File: src/rtl/flag_stack_register.sv
// Status-flag register with per-bit load/clear/set and a LIFO save stack for
// call/interrupt flag preservation, plus sticky overflow/underflow error bits.
module flag_stack_register #(
    parameter int unsigned      WIDTH     = 4,
    parameter int unsigned      DEPTH     = 4,
    parameter logic [WIDTH-1:0] RESET_VAL = {WIDTH{1'b0}},
    localparam int unsigned     CW        = $clog2(DEPTH + 1)
) (
    input  logic             clk,
    input  logic             rst_n,
    input  logic             ce,
    input  logic [WIDTH-1:0] load_mask,
    input  logic [WIDTH-1:0] flags_in,
    input  logic [WIDTH-1:0] set_mask,
    input  logic [WIDTH-1:0] clear_mask,
    input  logic             push,
    input  logic             pop,
    input  logic             err_clear,
    output logic [WIDTH-1:0] flags_out,
    output logic [CW-1:0]    depth_count,
    output logic             stack_empty,
    output logic             stack_full,
    output logic             overflow_err,
    output logic             underflow_err
);

    localparam int unsigned AW = (DEPTH > 1) ? $clog2(DEPTH) : 1;

    logic [WIDTH-1:0] flags_q, flags_d;
    logic [CW-1:0]    count_q, count_d;
    logic             ovf_q, ovf_d;
    logic             unf_q, unf_d;
    logic [WIDTH-1:0] stack_q [DEPTH];

    logic             empty, full;
    logic             push_eff, pop_eff, ovf_evt, unf_evt;
    logic [AW-1:0]    wr_idx, rd_idx;

    assign empty = (count_q == '0);
    assign full  = (count_q == CW'(DEPTH));

    // Push and pop together cancel: no stack movement and no error.
    assign push_eff = push & ~pop & ~full;
    assign pop_eff  = pop & ~push & ~empty;
    assign ovf_evt  = push & ~pop & full;
    assign unf_evt  = pop & ~push & empty;

    assign wr_idx = AW'(count_q);
    assign rd_idx = AW'(count_q - CW'(1));

    always_comb begin
        flags_d = flags_q;
        if (pop_eff) begin
            flags_d = stack_q[rd_idx];
        end else begin
            for (int i = 0; i < int'(WIDTH); i++) begin
                if (load_mask[i])       flags_d[i] = flags_in[i];
                else if (clear_mask[i]) flags_d[i] = 1'b0;
                else if (set_mask[i])   flags_d[i] = 1'b1;
            end
        end
    end

    always_comb begin
        count_d = count_q;
        if (push_eff)     count_d = count_q + CW'(1);
        else if (pop_eff) count_d = count_q - CW'(1);
    end

    // A new error in the same cycle wins over err_clear.
    assign ovf_d = ovf_evt | (ovf_q & ~err_clear);
    assign unf_d = unf_evt | (unf_q & ~err_clear);

    always_ff @(posedge clk or negedge rst_n) begin
        if (!rst_n) begin
            flags_q <= RESET_VAL;
            count_q <= '0;
            ovf_q   <= 1'b0;
            unf_q   <= 1'b0;
        end else if (ce) begin
            flags_q <= flags_d;
            count_q <= count_d;
            ovf_q   <= ovf_d;
            unf_q   <= unf_d;
        end
    end

    // NOTE: stack storage has no reset; entries above depth_count are never read.
    always_ff @(posedge clk) begin
        if (ce && push_eff) stack_q[wr_idx] <= flags_q;
    end

    assign flags_out     = flags_q;
    assign depth_count   = count_q;
    assign stack_empty   = empty;
    assign stack_full    = full;
    assign overflow_err  = ovf_q;
    assign underflow_err = unf_q;

endmodule

File: config.mk
export PLATFORM = sky130hd
export DESIGN_NAME = flag_stack_register
export DESIGN_NICKNAME = d
export VERILOG_FILES = /design/src/rtl/flag_stack_register.sv
export SDC_FILE = /design/constraint.sdc
export NUM_CORES = 1
export LEC_CHECK = 0
export BUFFER_PORTS_ARGS = -buffer_cell sky130_fd_sc_hd__buf_2
export CAP_MARGIN = 25
export CORE_UTILIZATION = 46
export DETAILED_ROUTE_END_ITERATION = 8
export GPL_ROUTABILITY_DRIVEN = 1
export PLACE_DENSITY = 0.71
export REMOVE_ABC_BUFFERS = 1
export SLEW_MARGIN = 20
export SYNTH_ARGS = -nofsm -noshare
export SYNTH_HDL_FRONTEND = slang
export SYNTH_SLANG_ARGS = --single-unit
File: constraint.sdc
create_clock -name clk -period 2.4 [get_ports clk]
set_input_delay 0.36 -clock clk [delete_from_list [all_inputs] [get_ports clk]]
set_output_delay 0.36 -clock clk [all_outputs]
set_load 0.01 [all_outputs]
==> impl_summary.md, run 1 <==
Placed design
The count of input and output buffers is 32. Timing analysis after detailed placement gives a worst setup slack of 0.610 ns. The final weighted congestion of routability-driven global placement is 0.792. The HPWL after detailed placement is 1.98 mm.

The cell area reported after detailed placement is 0.00143 sq mm. The total instance count after detailed placement is 157.

Critical path
The length in cells of the worst reg-to-reg path is 6. In this run the critical register-to-register path is launched from depth_count[1]. For the worst setup path, the data required time is 2.04 ns.

The biggest cell delay along the critical path is 0.45 ns. The nature of the critical path startpoint is a flip-flop. The slowest cell on the critical path is sky130_fd_sc_hd__dfrtp_1.

The setup check on the worst reg-to-reg path leaves a slack of 0.60 ns. The worst setup path is captured at an output pin. The worst register-to-register path ends at depth_count[2].

Of all nets on the critical path, the largest fanout is 5. The data arrival time of the worst path is 1.50 ns. The cell with the most instances on the worst path is sky130_fd_sc_hd__ha_1.

Walking the worst path, the cells encountered are inv_1 -> ha_1 -> ha_1 -> buf_2. The critical path in this run is classified as flip-flop to output pin.

GRT
For this run the aggregate overflow at the end of global routing stands at 0. The via count of the first global-routing pass is 918. Entering global routing, the biggest net connects 19 pins. The number of antenna violations at the first check in global routing is 0. In the global route stage, overall resource usage came out at 0.206. The wire length of the first global-routing pass is 4.09 mm.

Final layout
The share of final-layout standard cells stronger than drive strength 1 is 0.311. The area of the multi-input gates is 503 sq um. The number of antenna diodes in the final layout is 0. From synthesis to final layout, the design area changed by 17.5%.

The final-stage net count is 161. The layout has 235 filler cells. The area of all placed cells without fillers is 0.00147 sq mm. Leaving out filler cells and counting taps, the final layout contains 162. Registers take 706 sq um.

Min path
The source of the worst hold timing path is err_clear. The worst min-delay path category is input port to flip-flop. Counting instances, the worst hold path has a depth of 4. The worst hold path endpoint is underflow_err.

Power and ir drop
Across the VDD grid, the largest voltage drop is 0.543 mV. Dividing total power by cell area gives a power density of 937 mW/mm^2. The internal power of the cells totals 878 uW. The portion of total power attributed to sequential cells is 0.448.

The cell leakage power is 0.627 nW. Of the total power, the share spent switching nets is 0.362. The relative contribution of the clock network to total power is 0.134. The share of total power dissipated in combinational logic is 0.418. In this run the power spent charging and discharging nets is 498 uW.

Yosys
The share of synthesized area in the top cell type comes to 0.384. Synthesis produced a netlist whose cell count is 97. The area of the mapped netlist is 0.00125 sq mm. Of the post-synthesis cell area, the part taken by muxes is 0.0721. The compound-gate portion of the synthesized area came to 0.0961. The library cell occupying the most area in the post-synthesis netlist is sky130_fd_sc_hd__edfxtp_1. The commonest cells after synthesis are 16 x sky130_fd_sc_hd__edfxtp_1, 11 x sky130_fd_sc_hd__nand2_1, 9 x sky130_fd_sc_hd__dfrtp_1, 6 x sky130_fd_sc_hd__ha_1.

The synthesized-area fraction occupied by xor and xnor cells is 0.00701. The share of the Yosys chip area taken by registers is 0.565. The most instantiated library cell after synthesis is sky130_fd_sc_hd__edfxtp_1. Of the total synthesized cell area, the portion taken by full adders, half adders and majority gates is 0.0601.

The distinct cell type count of the synthesized netlist is 32. The async set-or-reset flop fraction in the synthesized netlist is 0.360. Yosys mapped a number of flops with a built-in enable equal to 16. After synthesis, the mean cell area works out to 12.9 sq um. In the post-synthesis netlist, the biggest area contributors are sky130_fd_sc_hd__edfxtp_1 38%, sky130_fd_sc_hd__dfrtp_1 18%, sky130_fd_sc_hd__mux4_2 7.2%, sky130_fd_sc_hd__ha_1 6.0%, sky130_fd_sc_hd__nand2_1 3.3%.

Of the total synthesized cell area, the portion taken by AND, OR, NAND and NOR gates is 0.167. Counting flops and latches in the post-synthesis netlist gives 25. The dominant combinational cell family by area after synthesis is simple AND/OR/NAND/NOR gates. The Yosys warning count is 0.

For this run, the leading register cell type out of synthesis is sky130_fd_sc_hd__edfxtp_1.

Timing
Across the routed clock network, the largest skew measured is 0.00271 ns. The setup TNS is 0 ns. The worst pin sits at a relative slew slack of 0.785.

Based on the critical path, the design can be clocked at up to 536 MHz. At the pin with the least slew margin, the transition time is 0.322 ns. The post-layout minimum cycle time is 1.86 ns. Setup repair after global routing left no endpoint under its margin. Setup violations remaining at the end of the flow were counted as 0. The number of hold violations in the final report is 0.

The max-slew violation total from the final report is 0. Dividing the final minimum period by the clock period gives 0.777. In the post-route analysis, the smallest setup slack over all paths is 0.536 ns.

Run status
The flow ran to the end, and the final reports show no timing, DRC or antenna violations.

Clock network
The tree is rooted in a sky130_fd_sc_hd__clkbuf_4. The TritonCTS clock tree is yes. CTS built an H-tree with a depth of 1.

In this run, CTS created clock tree buffers numbering 3. The tree built by TritonCTS fans out to 25 sinks. After clock tree synthesis, the clock-pin slew on the worst setup and hold paths is 0.13 ns. The worst-case clock buffer depth is 2. At the later pin of the worst-skew pair, clock insertion delay measures 0.31 ns.

Job
Max-cap violations in this run came to 0.

Floorplan
For this design the top-level I/O count stands at 33. The overall die height is 54.1 microns. The placeable core region is 0.00252 sq mm.

The row count is 18. The starting density of the core is 0.496. The die is 54.1 microns wide. The overall die area is 0.00293 sq mm.

Drt
Summing over every cut layer, the via total after detailed routing is 901. Using the TritonRoute via totals, the vias-per-cell ratio works out to 5.56. The remaining design rule violation count is 0.

After detailed routing, the total wire length is 2.58 mm. The post-route antenna net violation count is 0. The DRC violation total after the first TritonRoute iteration is 24.

The post-detailed-route wirelength per cell is 15.9 microns. The first detailed-routing pass took 4 iterations.
worst max-delay path by stage:
stage | start | endpoint | slack, ns | cells past startpoint
2_1_floorplan | depth_count[0] | flags_out[1] | 0.45 | 6
3_3_place_gp | depth_count[1] | flags_out[1] | 0.67 | 6
3_5_place_dp | depth_count[1] | depth_count[2] | 0.61 | 6
4_1_cts | depth_count[1] | stack_empty | 0.52 | 4
5_1_grt | depth_count[1] | stack_empty | 0.44 | 4
6_report | depth_count[1] | stack_empty | 0.54 | 4
flip-flops by register name (all words and copies together), names as in the netlist:
name and flops:
overflow_err 1, flags_out 4, stack_q 16, underflow_err 1, depth_count 3
cell usage in the layout, fill, tap and decap left out, drive strengths merged, types with 2 or more instances in the layout:
cell,instances
a211oi,2
and2,5
buf,33
clkbuf,4
dfrtp,9
edfxtp,16
ha,6
inv,5
mux4,4
nand2,11
nand2b,3
nand3,3
nor2,5
o211ai,3
o21ai,4
o22ai,2
o31a,3
critical path, delay by kind of cell, from the launching register on:
family,cells,cell delay (ns)
buffers and inverters,2,0.32
adder cells (fa/ha/maj),2,0.43
flip-flops,1,0.45
routing by layer:
metal | GRT usage | part of all wire | vias to the layer above
met3 | 0.0226 | 0.032 | 4
met1 | 0.262 | 0.42 | 444
li1 | - | - | 436
met4 | 0.107 | 0.016 | 0
met5 | 0 | 0 | -
met2 | 0.341 | 0.53 | 17
power by group through the flow:
stage                     Sequential, mW  Clock, mW  Combinational [mW]
final                              0.616      0.184               0.575
after global routing               0.626      0.203               0.646
after CTS                          0.616      0.187               0.584
after detailed placement           0.626          0               0.579
after global placement             0.617          0               0.573
after floorplan                    0.655          0               0.335
metrics by stage:
stage                     power, mW  hold slack [ns]  utilization
after floorplan               0.990           0.0644            -
after global placement         1.19            0.231        0.568
after detailed placement       1.20            0.231        0.568
after CTS                      1.39            0.301        0.582
after global routing           1.47            0.314        0.582
final                          1.38            0.303        0.582
cells by family (layout without fill, tap and decap cells):
logic type,after synthesis,after routing
AO/OA/AOI/OAI,17,17
XOR/XNOR,1,1
adder cells (fa/ha/maj),6,6
buffers and inverters,8,43
flip-flops,25,25
multiplexers,4,4
AND/OR/NAND/NOR,36,36
repair_timing:
action / in CTS / in global routing
setup buffers: 0 / 0
endpoints found under the hold margin: 9 / 0
hold buffers: 1 / 0
endpoints found under the setup margin: 0 / 0
gates resized for setup: 0 / 0
area by class of cell:
class | instances | share of cell area
multi-input combinational | 64 | 0.342
inverter | 5 | 0.0128
sequential | 25 | 0.480
clock buffer | 4 | 0.0179
timing repair buffer | 34 | 0.121
tap | 30 | 0.0256
Note: power is estimated with default switching activity, not from simulation.
==> run 2: changes to the inputs <==
clock period = 1.9 ns   (was 2.4 ns; I/O delays follow)
==> run 2 against run 1 <==
Non-clock buffer count rose by 4. Worst hold slack got worse by 0.075 ns. Clock power rose by 28%. Sequential power rose by 27%. Core utilization rose by 1.3 points. Setup slack got worse by 0.42 ns. Register-to-register slack got worse by 0.48 ns. Clock skew fell by 0.00079 ns. Global-route usage rose by 0.27 points. Critical endpoint is now flags_out[2].
==> impl_summary.md, run 2 (synthesis gave the netlist of run 1 again) <==
Run status
The run finished with clean final reports.

Drt
In this run, the number of DRC markers left after iteration 0 of detailed routing was 16. The vias per cell is 5.52. Once detail routing completed, the nets flagged for antenna violations numbered 0. After detailed routing, the number of remaining DRC violations is 0. The post-detailed-route wirelength per cell is 15.3 microns. Wires add up to 2.55 mm. The number of iterations in the first detailed-routing pass is 4.

Across all layers, the routed design uses 916 vias.

Power and ir drop
The internal power contribution is 1.14 mW. The power share of the combinational group is 0.431. The switching portion of total power is 0.361. For this design the total switching power over the nets is 644 uW.

The worst ir drop on vdd is 0.761 mV. The relative contribution of the clock network to total power is 0.132. The ratio of total power to cell area is 1190 mW/mm^2.

Of the total power, registers draw 0.438. The analysis attributes to cell leakage a power of 0.647 nW.

Final layout
Of the cells placed in the final design, the portion with a size suffix greater than 1 is 0.346. The area of all placed cells without fillers is 0.00150 sq mm. The growth of design area from synthesis to finish is 20.2%. Counting flops per register, the top entry is stack_q. The register with the most flip-flops in the layout has 16 of them. For this run, the post-layout net count is 165.

The commonest non-fill, non-tap cell in the layout is sky130_fd_sc_hd__buf_2. In the layout the commonest cells are 32 x sky130_fd_sc_hd__buf_2, 16 x sky130_fd_sc_hd__edfxtp_1, 11 x sky130_fd_sc_hd__nand2_1. The number of diodes added for antenna fixing is 0. At the end of the flow the core is filled with cells to 0.596. The flip-flop and latch area is 706 sq um. The final cell count without fillers is 166. The area of the multi-input gates is 505 sq um.

The number of filler instances in the final layout is 217.

Min path
For hold timing, the worst endpoint is underflow_err. The startpoint identified for the worst hold timing path is err_clear. The path class of the tightest hold or removal check is input port to flip-flop. The worst hold path was traced through 4 stages.

Placed design
The total instance count after detailed placement is 159. The cell area reported after detailed placement is 0.00145 sq mm. The half-perimeter wire length after placement is 1.94 mm. Routability-driven placement finished with a final weighted congestion of 0.837.

During placement, the flow inserted port buffers numbering 32.

Job
The number of violations of the max-capacitance limit is 0.

Timing
The max-slew violation total from the final report came to 0. The smallest clock period supported by the final layout is computed as 1.78 ns. In this run the tightest slew margin relative to its limit is 0.803. Final hold analysis gives a worst-case slack of 0.229 ns. Based on the critical path, the design can be clocked at up to 562 MHz. The setup violation total in the final timing report is 0.

In the finished design, the share of the clock period the worst path needs comes to 0.937. The maximum clock skew at final layout is 0.00193 ns. The number of hold violations in the final report is 0. The setup TNS is 0 ns.

Setup repair after global routing left no endpoint under its margin. The slew at the pin closest to its max-slew limit is 0.295 ns.

GRT
For this run, the total global-route usage over all layers was measured as 0.208. The first global-routing pass estimated 4.15 mm of wire. The largest net degree at the start of global routing is 19.

The number of antenna violations at the first check in global routing is 0. The via count of the first global-routing pass was 885. Summed over all layers, the global routing overflow is 0.

Critical path
The worst setup path is launched from a flip-flop. On the critical path the largest part of the delay comes from simple AND/OR/NAND/NOR gates. The top fanout value on the critical path is 5. The critical path goes through inv_1 -> ha_1 -> ha_2 -> or3b_1 -> nand2_1 -> o211ai_1. The startpoint of the lowest-slack register-to-register path is depth_count[1]. Together, buffers and inverters on the worst path number 1. The worst register-to-register path ends at flags_out[2]. Counting cells, the worst reg-to-reg path comes to 6.

The largest individual stage delay along the critical path comes from the cell sky130_fd_sc_hd__dfrtp_1. The critical path class is flip-flop to flip-flop. The critical path endpoint category is a flip-flop.

Data on the critical path arrives at its endpoint at 1.99 ns. At the worst endpoint, the required time is 2.11 ns. The setup slack of the worst register-to-register path is 0.12 ns. On the worst path, the slowest cell contributes a delay of 0.45 ns.

Clock network
The number of levels in the clock H-tree is 1. The clock latency of the later-clocked register in the worst-skew pair is 0.32 ns. The worst-case clock buffer depth is 2. The TritonCTS clock tree is yes. The clock drives 25 sinks. Counting the buffers created by CTS gives 3. The tree is rooted in a sky130_fd_sc_hd__clkbuf_4. After clock tree synthesis, the clock-pin slew on the worst setup and hold paths is 0.13 ns.

Floorplan
The overall die width is 54.1 microns. The starting density of the core is 0.496. The overall die height is 54.1 microns. The row count is 18. In this run the standard cell core region covers 0.00252 sq mm. The number of top-level pins is 33. The overall die area is 0.00293 sq mm.
[run 2: changes by cell type in the layout (fill, tap and decap cells not counted)]
cell / change
sky130_fd_sc_hd__buf_4: +4
sky130_fd_sc_hd__clkbuf_1: -1
sky130_fd_sc_hd__clkinv_2: +1
sky130_fd_sc_hd__ha_1: -1
sky130_fd_sc_hd__ha_2: +1
[run 2: power by group through the flow]
stage	sequential (mW)	clock (mW)	combinational, mW
finish	0.780	0.235	0.767
global route	0.795	0.262	0.855
CTS	0.781	0.244	0.752
detailed placement	0.794	0	0.749
global placement	0.782	0	0.741
floorplan	0.827	0	0.423
[run 2: worst register-to-register path, cell delays in order, from the launching register on]
cell and delay, ns:
sky130_fd_sc_hd__dfrtp_1 0.45, sky130_fd_sc_hd__inv_1 0.12, sky130_fd_sc_hd__ha_1 0.21, sky130_fd_sc_hd__ha_2 0.21, sky130_fd_sc_hd__or3b_1 0.43, sky130_fd_sc_hd__nand2_1 0.14
sky130_fd_sc_hd__o211ai_1 0.12
[run 2: worst max-delay path by stage]
stage               depth (start not counted)  slack, ns      startpoint             end
floorplan                                   6      -0.05  depth_count[0]    flags_out[1]
global placement                            6       0.18  depth_count[1]    flags_out[2]
detailed placement                          6       0.09  depth_count[1]  depth_count[1]
CTS                                         6       0.05  depth_count[1]  depth_count[1]
global route                                6       0.04  depth_count[1]    flags_out[2]
finish                                      6       0.12  depth_count[1]    flags_out[2]
[run 2: area by class of cell]
cell class,instances,area share
clock inverters,1,0.00333
multi-input cells,64,0.336
inverters,5,0.0125
well taps,30,0.0250
repair buffers,38,0.138
clock buffers,3,0.0150
flip-flops and latches,25,0.470
[run 2: what timing repair did]
action	CTS	global route
hold buffers	1	0
endpoints found under the hold margin	9	0
setup buffers	0	2
resized for setup	0	1
endpoints found under the setup margin	0	5
[run 2: metal layers]
metal | part of all wire | track usage | vias up
met4 | 0.030 | 0.128 | 0
met1 | 0.44 | 0.285 | 446
met5 | 0 | 0 | -
li1 | - | - | 443
met3 | 0.023 | 0.0169 | 7
met2 | 0.50 | 0.317 | 20
[run 2: metrics by stage]
stage | power [mW] | setup WS [ns]
finish | 1.78 | 0.119
global route | 1.91 | 0.0413
CTS | 1.78 | 0.0478
detailed placement | 1.54 | 0.0915
global placement | 1.52 | 0.181
floorplan | 1.25 | -0.0500
==> run 3: changes to the inputs <==
ABC_AREA = 1   (was not set)
PLACE_DENSITY = 0.7   (was 0.71)
==> run 3 against run 2 <==
Via count grew 22%. Synthesized area increased by 8.9%. Sequential power up 2%. Core utilization shrank 2.5 points. Count of clock-buffer cells in the layout up 1. Non-clock buffer count decreased by 4. Highest routed layer unchanged. Global-route usage is 1.8 points lower.
==> impl_summary.md, run 3 <==
Drt
In this run the top signal layer used is met4. Dividing the detail-routed wire length by the instance count gives 12.3 microns. The vias per cell is 5.01. After detailed routing, the met3 layer carries 106 microns of wire. The number of iterations in the first detailed-routing pass is 4. Detailed routing placed a total of 1.38 mm of wire on met2. The final wirelength is 2.75 mm. Across all layers, the routed design uses 1117 vias. For this block, the initial DRC count from the detailed router was 41. The post-route antenna net violation count is 0. After detailed routing, the wire length on met1 is 1.23 mm.

The remaining design rule violation count is 0.

Final layout
The growth of design area from synthesis to finish is 16.6%. The commonest non-fill, non-tap cell in the layout is sky130_fd_sc_hd__nand2_1. The register with the most flip-flops in the layout has 16 of them. Leaving out fill and tap cells, the most frequent cells in the layout are 63 x sky130_fd_sc_hd__nand2_1, 32 x sky130_fd_sc_hd__buf_2, 17 x sky130_fd_sc_hd__nand3_1. The final standard cell utilization of the core is 0.571.

The final cell count without fillers is 223. The share of final-layout standard cells stronger than drive strength 1 is 0.260. The register with the most flip-flops is stack_q. The number of diodes added for antenna fixing is 0. The layout has 259 filler cells.

In the final design database the tool counted 221 nets.

Min path
For hold timing, the worst endpoint is underflow_err. The worst min-delay path category is input port to flip-flop. The worst hold path passes through 4 cells. The source of the worst hold timing path is err_clear.

Timing
The number of hold violations in the final report is 0. For the pin with the worst max-slew slack, the measured transition is 0.371 ns. The clock period could shrink to 1.80 ns. Between clock sinks in the finished design, the worst skew comes to 0.0156 ns. The max-slew violation total from the final report came to 0.

In this run the tightest slew margin relative to its limit is 0.752. Setup violations remaining at the end of the flow were counted as 0. Static timing analysis puts the maximum clock frequency at 556 MHz. Setup total negative slack on the finished layout was measured at 0 ns.

Setup repair after global routing left no endpoint under its margin. The final hold slack is 0.247 ns. The fraction of the cycle the final worst path needs is 0.947.

Clock network
The number of levels in the clock H-tree is 1. The root buffer cell is sky130_fd_sc_hd__clkbuf_4. The clock latency of the later-clocked register in the worst-skew pair is 0.31 ns. The TritonCTS buffer count is 3.

The TritonCTS clock tree is yes. Buffers added to address setup during post-CTS repair amount to 0. The worst-case clock buffer depth is 2. The clock input transition at the sequential cells of the worst setup and hold paths is 0.14 ns. The number of clock sinks seen by CTS is 25.

Critical path
On the worst path, the slowest cell contributes a delay of 0.46 ns. The critical path class is flip-flop to output pin. In this run the worst path has a maximum fanout of 5.

For the worst setup path, the data required time is 1.62 ns. The data arrival time of the worst path is 1.51 ns. The nature of the critical path startpoint is a flip-flop. Traced cell by cell, the critical path runs through inv_1 -> ha_1 -> ha_2 -> buf_2. The count of buffering cells on the critical path with inverters included is 2. Counting cells, the worst reg-to-reg path comes to 7. The slowest stage of the critical path belongs to the cell sky130_fd_sc_hd__dfrtp_1. The setup slack of the worst register-to-register path is 0.16 ns. The critical register-to-register path endpoint is stack_q[3][1]. The critical path endpoint category is an output pin. The largest delay contributor family on the critical path is flip-flops. The startpoint of the lowest-slack register-to-register path is depth_count[1].

Yosys
The portion of the post-synthesis area used by sequential elements is 0.518. sky130_fd_sc_hd__nand2_1 is the most common cell in the netlist. The flip-flop cell with the highest count after synthesis is sky130_fd_sc_hd__edfxtp_1. The synthesized design contains 25 register bits. The number of enable flip-flop cells after synthesis is 16.

The library cell occupying the most area in the post-synthesis netlist is sky130_fd_sc_hd__edfxtp_1. In this run the cell area of the synthesized design comes to 0.00136 sq mm. The distinct cell type count of the synthesized netlist is 19.

The Yosys warning count is 0. The number of cells produced by synthesis is 156. The commonest cells after synthesis are 63 x sky130_fd_sc_hd__nand2_1, 17 x sky130_fd_sc_hd__nand3_1, 16 x sky130_fd_sc_hd__edfxtp_1, 14 x sky130_fd_sc_hd__inv_1. The share of synthesized area in the top cell type comes to 0.353.

The async set-or-reset flop fraction in the synthesized netlist is 0.360. After synthesis, the cell types taking the most area are sky130_fd_sc_hd__edfxtp_1 35%, sky130_fd_sc_hd__nand2_1 17%, sky130_fd_sc_hd__dfrtp_1 17%, sky130_fd_sc_hd__nand3_1 6.3%, sky130_fd_sc_hd__ha_1 5.5%. The synthesized area divided by synthesized cell count is 8.73 sq um.

Floorplan
In this run the vertical extent of the chip is 56.4 microns. 33 I/O pins were placed. The core region is 0.00278 sq mm. The die covers 0.00318 sq mm. The initial utilization of the core area, before any placement, comes to 0.489.

After floorplanning, the core was divided into 19 placement rows. The floorplan step set the die width to 56.4 microns.

GRT
For this run the aggregate overflow at the end of global routing stands at 0. The number of antenna violations at the first check in global routing is 0. The wire length of the first global-routing pass is 4.65 mm.

The via count of the first global-routing pass came to 1105. The largest net degree at the start of global routing is 14. Across every metal layer, demand over resource in global routing totals 0.191.

Placed design
Port buffering added 32 buffers. The congestion estimate from routability-driven global placement came to 0.827. The half-perimeter wire length after placement is 2.24 mm. In this run, placement finished with an instance count of 218.

Power and ir drop
The ratio of total power to cell area is 1210 mW/mm^2. The analysis attributes to cell leakage a power of 0.814 nW. Across the VDD grid, the largest voltage drop is 0.882 mV.

Run status
The run finished with clean final reports.

Job
Across the run, the number of max-cap violations was 0.
==> run 3: final cells by class <==
| type | instances | area [sq um] | share of cell area |
|---|---|---|---|
| tap | 31 | 38.8 | 0.0244 |
| multi-input combinational | 111 | 569 | 0.359 |
| timing repair buffer | 34 | 178 | 0.112 |
| sequential | 25 | 706 | 0.444 |
| inverter | 18 | 70.1 | 0.0441 |
| clock buffer | 4 | 26.3 | 0.0165 |
==> run 3: cell families (layout without fill, tap and decap cells) <==
kind of cell | after synthesis | count (layout) | share of synthesized area
simple gates | 97 | 97 | 0.326
flops | 25 | 25 | 0.518
buf+inv | 20 | 56 | 0.0653
compound gates | 7 | 7 | 0.0285
fa+ha+maj | 6 | 6 | 0.0551
xor+xnor | 1 | 1 | 0.00643
==> run 3: stage by stage <==
| stage | instance area, sq um | setup slack [ns] | power, mW |
|---|---|---|---|
| 5_1_grt | 1590 | 0.0398 | 2.07 |
| 3_5_place_dp | 1550 | 0.187 | 1.69 |
| 6_report | 1590 | 0.102 | 1.92 |
| 4_1_cts | 1590 | 0.0619 | 1.92 |
| 3_3_place_gp | 1550 | 0.297 | 1.68 |
| 2_1_floorplan | 1340 | 0.113 | 1.36 |
==> run 3: routing by layer <==
metal / vias up / global-route usage
li1: 565 / -
met1: 510 / 0.241
met2: 38 / 0.332
met3: 4 / 0.0230
met4: 0 / 0.0767
met5: - / 0
==> run 3: where the power goes <==
part	total, mW	leakage, nW	internal [mW]	switching (mW)
Combinational	0.893	0.540	0.324	0.568
Clock	0.230	0.0150	0.0818	0.148
Sequential	0.797	0.259	0.697	0.0994
Total	1.92	0.814	1.10	0.816
==> run 3: worst max path at each step <==
stage / startpoint / end / slack, ns / depth (start not counted)
finish: depth_count[1] / stack_empty / 0.10 / 4
global route: depth_count[0] / stack_empty / 0.04 / 4
CTS: depth_count[0] / stack_empty / 0.06 / 4
detailed placement: depth_count[1] / stack_q[3][0] / 0.19 / 7
global placement: depth_count[1] / stack_q[3][0] / 0.30 / 7
floorplan: depth_count[0] / depth_count[0] / 0.11 / 9
==> run 3: repair_timing <==
item                       in CTS  in global routing
hold buffers                    1                  0
gates resized for setup         0                  1
setup endpoints to repair       0                  1
hold endpoints to repair        9                  0
==> run 3: worst reg2reg max path, delay by kind of cell, from the launching register on <==
family / cells / cell delay [ns]
buf+inv: 2 / 0.17
simple gates: 4 / 0.60
fa+ha+maj: 1 / 0.18
flops: 1 / 0.45
